**config.mk**
```make
export PLATFORM = sky130hd
export DESIGN_NAME = usb_tx_sequencer
export DESIGN_NICKNAME = d
export VERILOG_FILES = /design/src/rtl/usb_tx_sequencer.sv
export SDC_FILE = /design/constraint.sdc
export NUM_CORES = 1
export LEC_CHECK = 0
export CELL_PAD_IN_SITES_DETAIL_PLACEMENT = 1
export CELL_PAD_IN_SITES_GLOBAL_PLACEMENT = 1
export CORE_MARGIN = 2
export CORE_UTILIZATION = 25
export CTS_BUF_LIST = sky130_fd_sc_hd__clkbuf_4
export DETAILED_ROUTE_END_ITERATION = 10
export HOLD_SLACK_MARGIN = 0.12
export PLACE_DENSITY = 0.74
export SETUP_SLACK_MARGIN = 0.2
export SLEW_MARGIN = 5
export SYNTH_ARGS = -nofsm -noshare
export SYNTH_HDL_FRONTEND = slang
export SYNTH_SLANG_ARGS = --single-unit
```
**constraint.sdc**
```tcl
create_clock -name clk -period 3.1 [get_ports clk]
set_clock_uncertainty 0.15 [all_clocks]
set_input_delay 0.465 -clock clk [delete_from_list [all_inputs] [get_ports clk]]
set_output_delay 0.465 -clock clk [all_outputs]
set_load 0.01 [all_outputs]
```
**src/rtl/usb_tx_sequencer.sv**
```systemverilog
// -----------------------------------------------------------------------------
// usb_tx_sequencer
//
// Frames one USB full-speed packet per command: SYNC, PID, optional payload,
// CRC16 and EOP. Bytes are handed one at a time to a downstream byte-load shift
// register; the bit timer reports completion of each byte with byte_done and
// paces the EOP with shift_strobe.
//
// Parameters
//   MAX_PKT_BYTES  largest legal payload (1..255)
//   SIZE_W         width of tx_packet_data_size, 2^SIZE_W > MAX_PKT_BYTES
//   SYNC_BYTE      byte shifted out for SYNC (LSB first)
//
// Ports
//   clk, n_rst            clock, asynchronous active-low reset
//   tx_packet             command: 0 none, 1 DATA0, 2 DATA1, 3 ACK, 4 NAK,
//                         5 STALL, 6/7 illegal
//   tx_packet_data_size   payload length, sampled when a command is accepted
//   tx_packet_data        head byte of the first-word-fall-through TX buffer
//   tx_abort              terminate the packet currently being framed
//   byte_done             8th bit of the loaded byte has been shifted
//   shift_strobe          one pulse per bit time
//   crc                   final (inverted) CRC16 of the payload
//   data_pts              byte presented to the shift register (registered)
//   load_enable           parallel load strobe
//   get_tx_packet         pop the TX buffer
//   crc_enable            feed tx_packet_data into the CRC generator
//   clear_crc             reset the CRC generator
//   enable_timer          run the bit timer
//   clear_timer           hold the bit timer cleared
//   enc_mode              0 idle J, 1 NRZI data, 2 SE0, 3 J
//   busy                  packet in progress
//   tx_done               one-cycle packet-complete pulse
//   tx_error              one-cycle pulse on rejected command or abort
// -----------------------------------------------------------------------------
module usb_tx_sequencer #(
  parameter int unsigned MAX_PKT_BYTES = 64,
  parameter int unsigned SIZE_W        = 7,
  parameter logic [7:0]  SYNC_BYTE     = 8'h80
) (
  input  logic              clk,
  input  logic              n_rst,
  input  logic [2:0]        tx_packet,
  input  logic [SIZE_W-1:0] tx_packet_data_size,
  input  logic [7:0]        tx_packet_data,
  input  logic              tx_abort,
  input  logic              byte_done,
  input  logic              shift_strobe,
  input  logic [15:0]       crc,
  output logic [7:0]        data_pts,
  output logic              load_enable,
  output logic              get_tx_packet,
  output logic              crc_enable,
  output logic              clear_crc,
  output logic              enable_timer,
  output logic              clear_timer,
  output logic [1:0]        enc_mode,
  output logic              busy,
  output logic              tx_done,
  output logic              tx_error
);

  typedef enum logic [3:0] {
    S_IDLE    = 4'd0,
    S_SYNC_L  = 4'd1,
    S_SYNC    = 4'd2,
    S_PID_L   = 4'd3,
    S_PID     = 4'd4,
    S_DATA_L  = 4'd5,
    S_DATA    = 4'd6,
    S_CRC1_L  = 4'd7,
    S_CRC1    = 4'd8,
    S_CRC2_L  = 4'd9,
    S_CRC2    = 4'd10,
    S_EOP_SE0 = 4'd11,
    S_EOP_J   = 4'd12,
    S_DONE    = 4'd13,
    S_ERR     = 4'd14
  } state_t;

  localparam logic [2:0] CMD_NONE  = 3'd0;
  localparam logic [2:0] CMD_DATA0 = 3'd1;
  localparam logic [2:0] CMD_DATA1 = 3'd2;
  localparam logic [2:0] CMD_ACK   = 3'd3;
  localparam logic [2:0] CMD_NAK   = 3'd4;
  localparam logic [2:0] CMD_STALL = 3'd5;

  localparam logic [1:0] ENC_IDLE = 2'd0;
  localparam logic [1:0] ENC_NRZI = 2'd1;
  localparam logic [1:0] ENC_SE0  = 2'd2;
  localparam logic [1:0] ENC_J    = 2'd3;

  localparam logic [SIZE_W-1:0] MAX_SIZE = SIZE_W'(MAX_PKT_BYTES);

  // PID byte on the wire: check nibble (complement) in the upper half.
  function automatic logic [7:0] pid_byte(input logic [2:0] cmd);
    logic [3:0] pid;
    case (cmd)
      CMD_DATA0: pid = 4'b0011;
      CMD_DATA1: pid = 4'b1011;
      CMD_ACK:   pid = 4'b0010;
      CMD_NAK:   pid = 4'b1010;
      CMD_STALL: pid = 4'b1110;
      default:   pid = 4'b0000;
    endcase
    return {~pid, pid};
  endfunction

  state_t            state_r, state_n;
  logic [2:0]        cmd_r, cmd_n;
  logic [SIZE_W-1:0] count_r, count_n;
  logic              abort_r, abort_n;
  logic [7:0]        data_pts_r, data_pts_n;
  logic              eop_cnt_r, eop_cnt_n;

  logic              cmd_is_data_s;
  logic              cmd_reject_s;
  logic              cmd_accept_s;
  logic              in_frame_s;
  logic              latched_data_s;

  // Command classification for the IDLE decision.
  always_comb begin
    cmd_is_data_s  = (tx_packet == CMD_DATA0) || (tx_packet == CMD_DATA1);
    cmd_reject_s   = (tx_packet == 3'd6) || (tx_packet == 3'd7) ||
                     (cmd_is_data_s && (tx_packet_data_size > MAX_SIZE));
    cmd_accept_s   = (tx_packet != CMD_NONE) && !cmd_reject_s;
    in_frame_s     = (state_r >= S_SYNC_L) && (state_r <= S_CRC2);
    latched_data_s = (cmd_r == CMD_DATA0) || (cmd_r == CMD_DATA1);
  end

  // State and datapath registers.
  always_ff @(posedge clk or negedge n_rst) begin
    if (!n_rst) begin
      state_r    <= S_IDLE;
      cmd_r      <= CMD_NONE;
      count_r    <= '0;
      abort_r    <= 1'b0;
      data_pts_r <= 8'h00;
      eop_cnt_r  <= 1'b0;
    end else begin
      state_r    <= state_n;
      cmd_r      <= cmd_n;
      count_r    <= count_n;
      abort_r    <= abort_n;
      data_pts_r <= data_pts_n;
      eop_cnt_r  <= eop_cnt_n;
    end
  end

  // Next-state logic; data_pts_n is only changed on transitions into a load state.
  always_comb begin
    state_n    = state_r;
    cmd_n      = cmd_r;
    count_n    = count_r;
    abort_n    = abort_r;
    data_pts_n = data_pts_r;
    eop_cnt_n  = 1'b0;

    // Abort takes priority over byte_done anywhere inside the byte stream.
    if (in_frame_s && tx_abort) begin
      state_n = S_EOP_SE0;
      abort_n = 1'b1;
      if (state_r == S_DATA_L) begin
        count_n = count_r - SIZE_W'(1);
      end else begin
        count_n = count_r;
      end
    end else begin
      case (state_r)
        S_IDLE: begin
          abort_n = 1'b0;
          if (tx_packet == CMD_NONE) begin
            state_n = S_IDLE;
          end else if (cmd_reject_s) begin
            state_n = S_ERR;
          end else begin
            state_n    = S_SYNC_L;
            cmd_n      = tx_packet;
            count_n    = tx_packet_data_size;
            data_pts_n = SYNC_BYTE;
          end
        end
        S_ERR:    state_n = S_IDLE;
        S_SYNC_L: state_n = S_SYNC;
        S_SYNC: begin
          if (byte_done) begin
            state_n    = S_PID_L;
            data_pts_n = pid_byte(cmd_r);
          end else begin
            state_n = S_SYNC;
          end
        end
        S_PID_L: state_n = S_PID;
        S_PID: begin
          if (!byte_done) begin
            state_n = S_PID;
          end else if (!latched_data_s) begin
            state_n = S_EOP_SE0;
          end else if (count_r == '0) begin
            state_n    = S_CRC1_L;
            data_pts_n = crc[7:0];
          end else begin
            state_n    = S_DATA_L;
            data_pts_n = tx_packet_data;
          end
        end
        S_DATA_L: begin
          state_n = S_DATA;
          count_n = count_r - SIZE_W'(1);
        end
        S_DATA: begin
          if (!byte_done) begin
            state_n = S_DATA;
          end else if (count_r == '0) begin
            state_n    = S_CRC1_L;
            data_pts_n = crc[7:0];
          end else begin
            state_n    = S_DATA_L;
            data_pts_n = tx_packet_data;
          end
        end
        S_CRC1_L: state_n = S_CRC1;
        S_CRC1: begin
          if (byte_done) begin
            state_n    = S_CRC2_L;
            data_pts_n = crc[15:8];
          end else begin
            state_n = S_CRC1;
          end
        end
        S_CRC2_L: state_n = S_CRC2;
        S_CRC2: begin
          if (byte_done) begin
            state_n = S_EOP_SE0;
          end else begin
            state_n = S_CRC2;
          end
        end
        S_EOP_SE0: begin
          // SE0 is held for two bit times; eop_cnt_r marks the first one.
          if (shift_strobe && eop_cnt_r) begin
            state_n = S_EOP_J;
          end else if (shift_strobe) begin
            eop_cnt_n = 1'b1;
          end else begin
            eop_cnt_n = eop_cnt_r;
          end
        end
        S_EOP_J: begin
          if (shift_strobe) begin
            state_n = S_DONE;
          end else begin
            state_n = S_EOP_J;
          end
        end
        S_DONE:  state_n = S_IDLE;
        default: state_n = S_IDLE;
      endcase
    end
  end

  // Moore decode of the strobes from the registered state; clear_crc marks the accept cycle.
  always_comb begin
    load_enable   = 1'b0;
    get_tx_packet = 1'b0;
    crc_enable    = 1'b0;
    clear_crc     = 1'b0;
    enable_timer  = 1'b0;
    clear_timer   = 1'b0;
    enc_mode      = ENC_IDLE;
    busy          = 1'b1;
    tx_done       = 1'b0;
    tx_error      = 1'b0;

    case (state_r)
      S_IDLE: begin
        busy        = 1'b0;
        clear_timer = 1'b1;
        clear_crc   = cmd_accept_s;
      end
      S_ERR: begin
        busy     = 1'b0;
        tx_error = 1'b1;
      end
      S_SYNC_L, S_PID_L, S_CRC1_L, S_CRC2_L: begin
        load_enable  = 1'b1;
        enable_timer = 1'b1;
        enc_mode     = ENC_NRZI;
      end
      S_DATA_L: begin
        load_enable   = 1'b1;
        get_tx_packet = 1'b1;
        crc_enable    = 1'b1;
        enable_timer  = 1'b1;
        enc_mode      = ENC_NRZI;
      end
      S_SYNC, S_PID, S_DATA, S_CRC1, S_CRC2: begin
        enable_timer = 1'b1;
        enc_mode     = ENC_NRZI;
      end
      S_EOP_SE0: enc_mode = ENC_SE0;
      S_EOP_J:   enc_mode = ENC_J;
      S_DONE: begin
        tx_done  = !abort_r;
        tx_error = abort_r;
      end
      default: begin
        busy        = 1'b0;
        clear_timer = 1'b1;
      end
    endcase
  end

  assign data_pts = data_pts_r;

endmodule

```
-- Word level (Yosys, flattened, before mapping)
Index checks and enable logic that the tools add are counted.
- add/sub/neg operators: 1
- multiply operators: 0
- divide/modulo/power cells: 0
- $lt $le $gt $ge: 3
- equal/unequal tests: 35
- shifts and indexed selects: 0
- multiplexer cells: 46
- bitwise logic cells: 4
- reduce and logical (&&, ||, !) cells: 25
- operator list (cell ; count):
    8-bit 2-to-1 mux ; 8
    4-bit case mux with 13 select lines ; 1
    4-bit 2-to-1 mux ; 10
    8-bit case mux with 5 select lines ; 1
    4-bit equality test, second input constant ; 7
    7-bit 2-to-1 mux ; 4
    4-bit case mux with 5 select lines ; 1
    1-bit 2-to-1 mux ; 17
    4-bit by 3-bit equality test with 1-bit output, second input constant ; 4
    2-bit != test, second input constant ; 7
    7-bit case mux with 2 select lines ; 1
    14-bit OR reduction ; 1
    13-bit OR reduction ; 1
    3-bit equality test, second input constant ; 4
    10-bit OR reduction ; 1
    3-bit by 2-bit equality test with 1-bit output, second input constant ; 3
    3-bit != test, second input constant ; 3
    9-bit AND reduction ; 1
    4-bit by 2-bit equality test with 1-bit output, second input constant ; 2
    4-bit AND reduction ; 2
    7-bit greater-than comparator, second input constant ; 1
    7-bit zero test ; 1
    7-bit by 1-bit subtractor with 7-bit output, second input constant ; 1
    3-bit by 1-bit equality test with 1-bit output, second input constant ; 2
    19 further kinds ; 30
- register bits after elaboration: 24
- latch bits: 0
- bits in writable memories: 0
- memory bits (read-only): 0
- bits of input ports: 39
- output and inout port bits: 19
- word-level logic and storage cells: 120
- memories kept: 0

-- Logic depth before layout (Yosys ltp)
- depth in word-level cells: 8
- gate-level depth with buffers: 8
- gate-level depth less buffers: 7

-- Least setup slack after synthesis
No wires, ideal clock.
- path kind: register -> register
- from: reg count_r[0]
- to: reg data_pts_r[5] (netlist: data_pts[5])
- setup time: 0.154 ns
- arrival: 2.227 ns
- data required time: 2.796 ns
- setup slack: 0.569 ns
- cell stages (with the launch flop): 8
- buffers on the path: 0
- period minus slack after synthesis: 2.531 ns
- path through: dfrtp_1 -> inv_1 -> ha_1 -> or3b_2 -> nor4_4 -> mux2_2 -> a222oi_1 -> mux2i_1
- cells in the longest elaborated chain, start to end: 5
- elaborated cells on any way between the ends: 6
- ends and longest elaborated chain (element ; RTL line ; RTL):
    from (decl) ; 111 ; logic [SIZE_W-1:0] count_r, count_n;
    from (signal assigned) ; 144 ; count_r <= count_n;
    7-bit zero test (*) ; 200, 215 ;
    8-bit 2-to-1 mux (*) ; 200, 215 ;
    8-bit 2-to-1 mux ; 198 ; end else if (!latched_data_s) begin
    8-bit 2-to-1 mux ; 196 ; if (!byte_done) begin
    8-bit case mux with 5 select lines (*) ; 170 ; case (state_r)
    to (signal assigned) ; 146 ; data_pts_r <= data_pts_n;
    to (decl) ; 113 ; logic [7:0] data_pts_r, data_pts_n;
Every way passes the cells marked *; elsewhere a longest branch is shown, timed or not. The select of a mux whose other input is x is not followed.
A chain may end at the register's enable or synchronous reset.

-- Final worst setup path
- from: reg state_r[3]
- to: out get_tx_packet
- cells in the longest elaborated chain, start to end: 2
- ends and longest elaborated chain (element ; RTL line ; RTL):
    from (decl) ; 109 ; state_t state_r, state_n;
    from (signal assigned) ; 142 ; state_r <= state_n;
    4-bit by 3-bit equality test with 1-bit output ; 276 ; case (state_r)
    1-bit 2-to-1 mux ; 276 ;
    to (decl) ; 52 ; output logic get_tx_packet,
No other way between the ends.

==> flow_metrics.py <==
metrics = {
    "run_status": {
        "outcome": "completed",
    },
    "cts": {
        "cts-buffers-inserted": 3,
        "cts.path.max_buffers": 2,
        "cts-htree-levels": 1,
        "tritoncts": "done",
        "numClockSinks": 24,
        "postCtsSetupRepairBufs": 0,
        "root_buffer": "clkbuf_4",
        "insertion_delay_ns": 0.32,
        "clkTransAtPathRegs_ns": 0.15,
    },
    "worst_setup_path": {
        "path_delay_family": "buffers and inverters",
        "crit_fanout": 21,
        "slowest_delay_ns": 0.62,
        "startpoint_type": "flip-flop",
        "end_kind": "output port",
        "path_cells": "buf_4 > nand2b_1 > nor2_1 > clkdlybuf4s50_1",
        "cp.arrival_ns": 2.18,
        "slowest_stage": "clkdlybuf4s50_1",
        "cp_num_buf_inv": 2,
        "cp.required_ns": 2.48,
        "path_class": "flip-flop to output port",
    },
    "timing": {
        "rsz0062_at_grt": "false",
        "fin_hold_ws_ns": 0.332,
        "period_share_pct": 90.3,
        "slew_headroom_pct": 53.8,
        "finalCriticalPeriod_ns": 2.80,
        "clock.fmax_mhz": 357,
        "finalHoldViolCount": 0,
        "finalSetupViolations": 0,
        "maxSlewViolCount": 0,
        "worstMarginPinSlew_ns": 0.691,
    },
    "floorplanning": {
        "die_y_um": 89.7,
        "rows": 31,
        "die_area_um2": 8040,
        "initial_core_util_pct": 25.6,
        "io_pins": 58,
        "die_w_um": 89.7,
        "core_um2": 7180,
    },
    "synthesis": {
        "syn_nets": 254,
        "syn_area_um2": 1830,
        "yosysMostFrequentCell": "nand2_1",
        "syn_area_per_cell_um2": 8.61,
        "synth_common_cells": "nand2_1 (25), dfrtp_1 (24), nor2_1 (19)",
        "synth_top_area_share_pct": 32.7,
        "yosys.area.top_type": "dfrtp_1",
        "synth_edf_count": 0,
        "seq_area_frac_synth_pct": 32.7,
        "netlist_top_cells_area": "dfrtp_1 (33%), mux2i_1 (8.7%), nand2_1 (5.1%)",
        "synthDistinctLibCells": 57,
        "ys_ff_latch": 24,
        "ys_async_sr_fraction_pct": 100,
        "synth_top_flop_cell": "dfrtp_1",
        "synthCells": 213,
        "synth.yosys.warnings": 0,
    },
    "global_route": {
        "overflow": 0,
        "antenna_found_initial": 0,
        "grt_pass1_wl_um": 9410,
        "grt_start_max_net_pins": 25,
        "grt_pass1_vias": 1941,
        "track_usage_pct": 15.1,
    },
    "power": {
        "switching_power_w": 0.000867,
        "power.share.clock_pct": 11.8,
        "combinationalPowerShare_pct": 59.8,
        "power_density_nw_per_um2": 757,
        "intPower_w": 0.00115,
        "leakagePower_nw": 1.07,
        "seqPwrFrac_pct": 28.4,
        "switching_share_pct": 42.9,
        "vdd_drop_max_mv": 0.275,
        "total_power_w": 0.00202,
    },
    "layout": {
        "area_growth_pct": 45.6,
        "final_nets": 322,
        "stdcell_area_um2": 2670,
        "fin_cells": 379,
        "drive_above_1_share_pct": 15.0,
        "antenna_cells": 0,
        "final_util_pct": 37.2,
    },
    "detailed_routing": {
        "ant_nets": 0,
        "via_per_inst": 4.97,
        "dr.first_iter.drc_count": 121,
        "drt-wirelength-per-cell_um": 15.5,
        "wl_um": 5870,
        "vias": 1882,
        "dr.pass1.iters": 4,
        "drc": 0,
    },
    "placement": {
        "dpl_cell_area_um2": 2600,
        "dp_hpwl_um": 4530,
        "portBuffers": 57,
        "gp_congestion": 0.831,
        "dpl.cell_count": 375,
    },
    "flow_run": {
        "maxCapViolCount": 0,
    },
    "worst_hold_path": {
        "hold_path_class": "input port to asynchronous set/reset pin",
    },
}
==> per-stage QoR <==
step	setup TNS (ns)	worst slack, ns
after floorplan	0	0.569
after global placement	-0.162	-0.162
after detailed placement	-0.190	-0.190
after CTS	0	0.219
after global routing	0	0.204
final	0	0.301
==> path summary, 6_finish.rpt <==
path / startpoint / endpoint / slack, ns / cells past startpoint
setup / recovery: state_r[3] / get_tx_packet / 0.30 / 4
min in group clk: data_pts[0] / data_pts[0] / 0.39 / 2
max in group asynchronous: n_rst / count_r[1] / 2.21 / 2
setup reg to reg: count_r[0] / data_pts[5] / 0.44 / 8
hold / removal: n_rst / data_pts[1] / 0.33 / 2
hold reg to reg: data_pts[0] / data_pts[0] / 0.39 / 2
==> sequential cells by signal (all words and copies together) (netlist names) <==
name,count
data_pts,8
eop_cnt_r,1
abort_r,1
state_r,4
cmd_r,3
count_r,7
==> what timing repair did <==
action | CTS | global route
resized for setup | 5 | 4
setup endpoints to repair | 1 | 3
hold buffers | 0 | 0
==> per-layer routing <==
layer	vias to the layer above	share of wire, %	track usage [%]
met4	0	1.7	3.93
li1	913	-	-
met1	905	46	20.0
met2	54	48	25.8
met3	10	3.6	2.19
met5	-	0	0
==> cell usage in the layout, fill, tap and decap left out, types with 2 or more instances in the layout <==
cell type | Yosys | final
or3_1 | 5 | 5
xnor2_1 | 2 | 2
dfrtp_1 | 24 | 24
a22o_1 | 2 | 2
clkbuf_4 | 0 | 3
buf_4 | 1 | 17
inv_1 | 9 | 9
a22oi_1 | 2 | 2
a21o_1 | 3 | 3
nor4_4 | 1 | 2
nor3_1 | 5 | 5
clkdlybuf4s50_1 | 0 | 55
nor3b_1 | 3 | 3
a31oi_1 | 5 | 5
ha_1 | 2 | 2
a221oi_1 | 3 | 3
and2_1 | 5 | 5
nor2b_1 | 2 | 2
nand2_1 | 25 | 25
or2_2 | 2 | 2
o21ai_0 | 15 | 15
a222oi_1 | 3 | 3
mux2i_1 | 16 | 16
nand2b_1 | 3 | 3
nand4_1 | 2 | 2
nor2_2 | 1 | 2
mux2_2 | 6 | 6
o2bb2ai_1 | 2 | 2
nor2_1 | 19 | 18
a21oi_1 | 10 | 10
==> kinds of logic (layout without fill, tap and decap cells) <==
group	count (synthesis)	count (layout)	share of synthesized area, %
xor+xnor	3	3	1.43
buf+inv	21	88	5.80
flops	24	24	32.7
simple gates	83	83	24.0
compound gates	57	57	21.4
mux	23	23	13.2
fa+ha+maj	2	2	1.36
==> cell type report <==
cell class | instances | area [µm²]
clock inverters | 1 | 30.0
flip-flops and latches | 24 | 601
clock buffers | 3 | 22.5
repair buffers | 74 | 696
multi-input cells | 168 | 1150
inverters | 10 | 50.0
well taps | 99 | 124
fillers | 866 | 4510
==> power groups by stage <==
stage          Combinational [W]  Clock, W  Sequential [W]
5_1_grt                  0.00133  0.000261        0.000599
3_3_place_gp             0.00117         0        0.000572
2_1_floorplan           0.000718         0        0.000573
3_5_place_dp             0.00120         0        0.000582
4_1_cts                  0.00121  0.000248        0.000576
6_report                 0.00121  0.000239        0.000574
No activity file was read; power rests on OpenSTA's default activity.
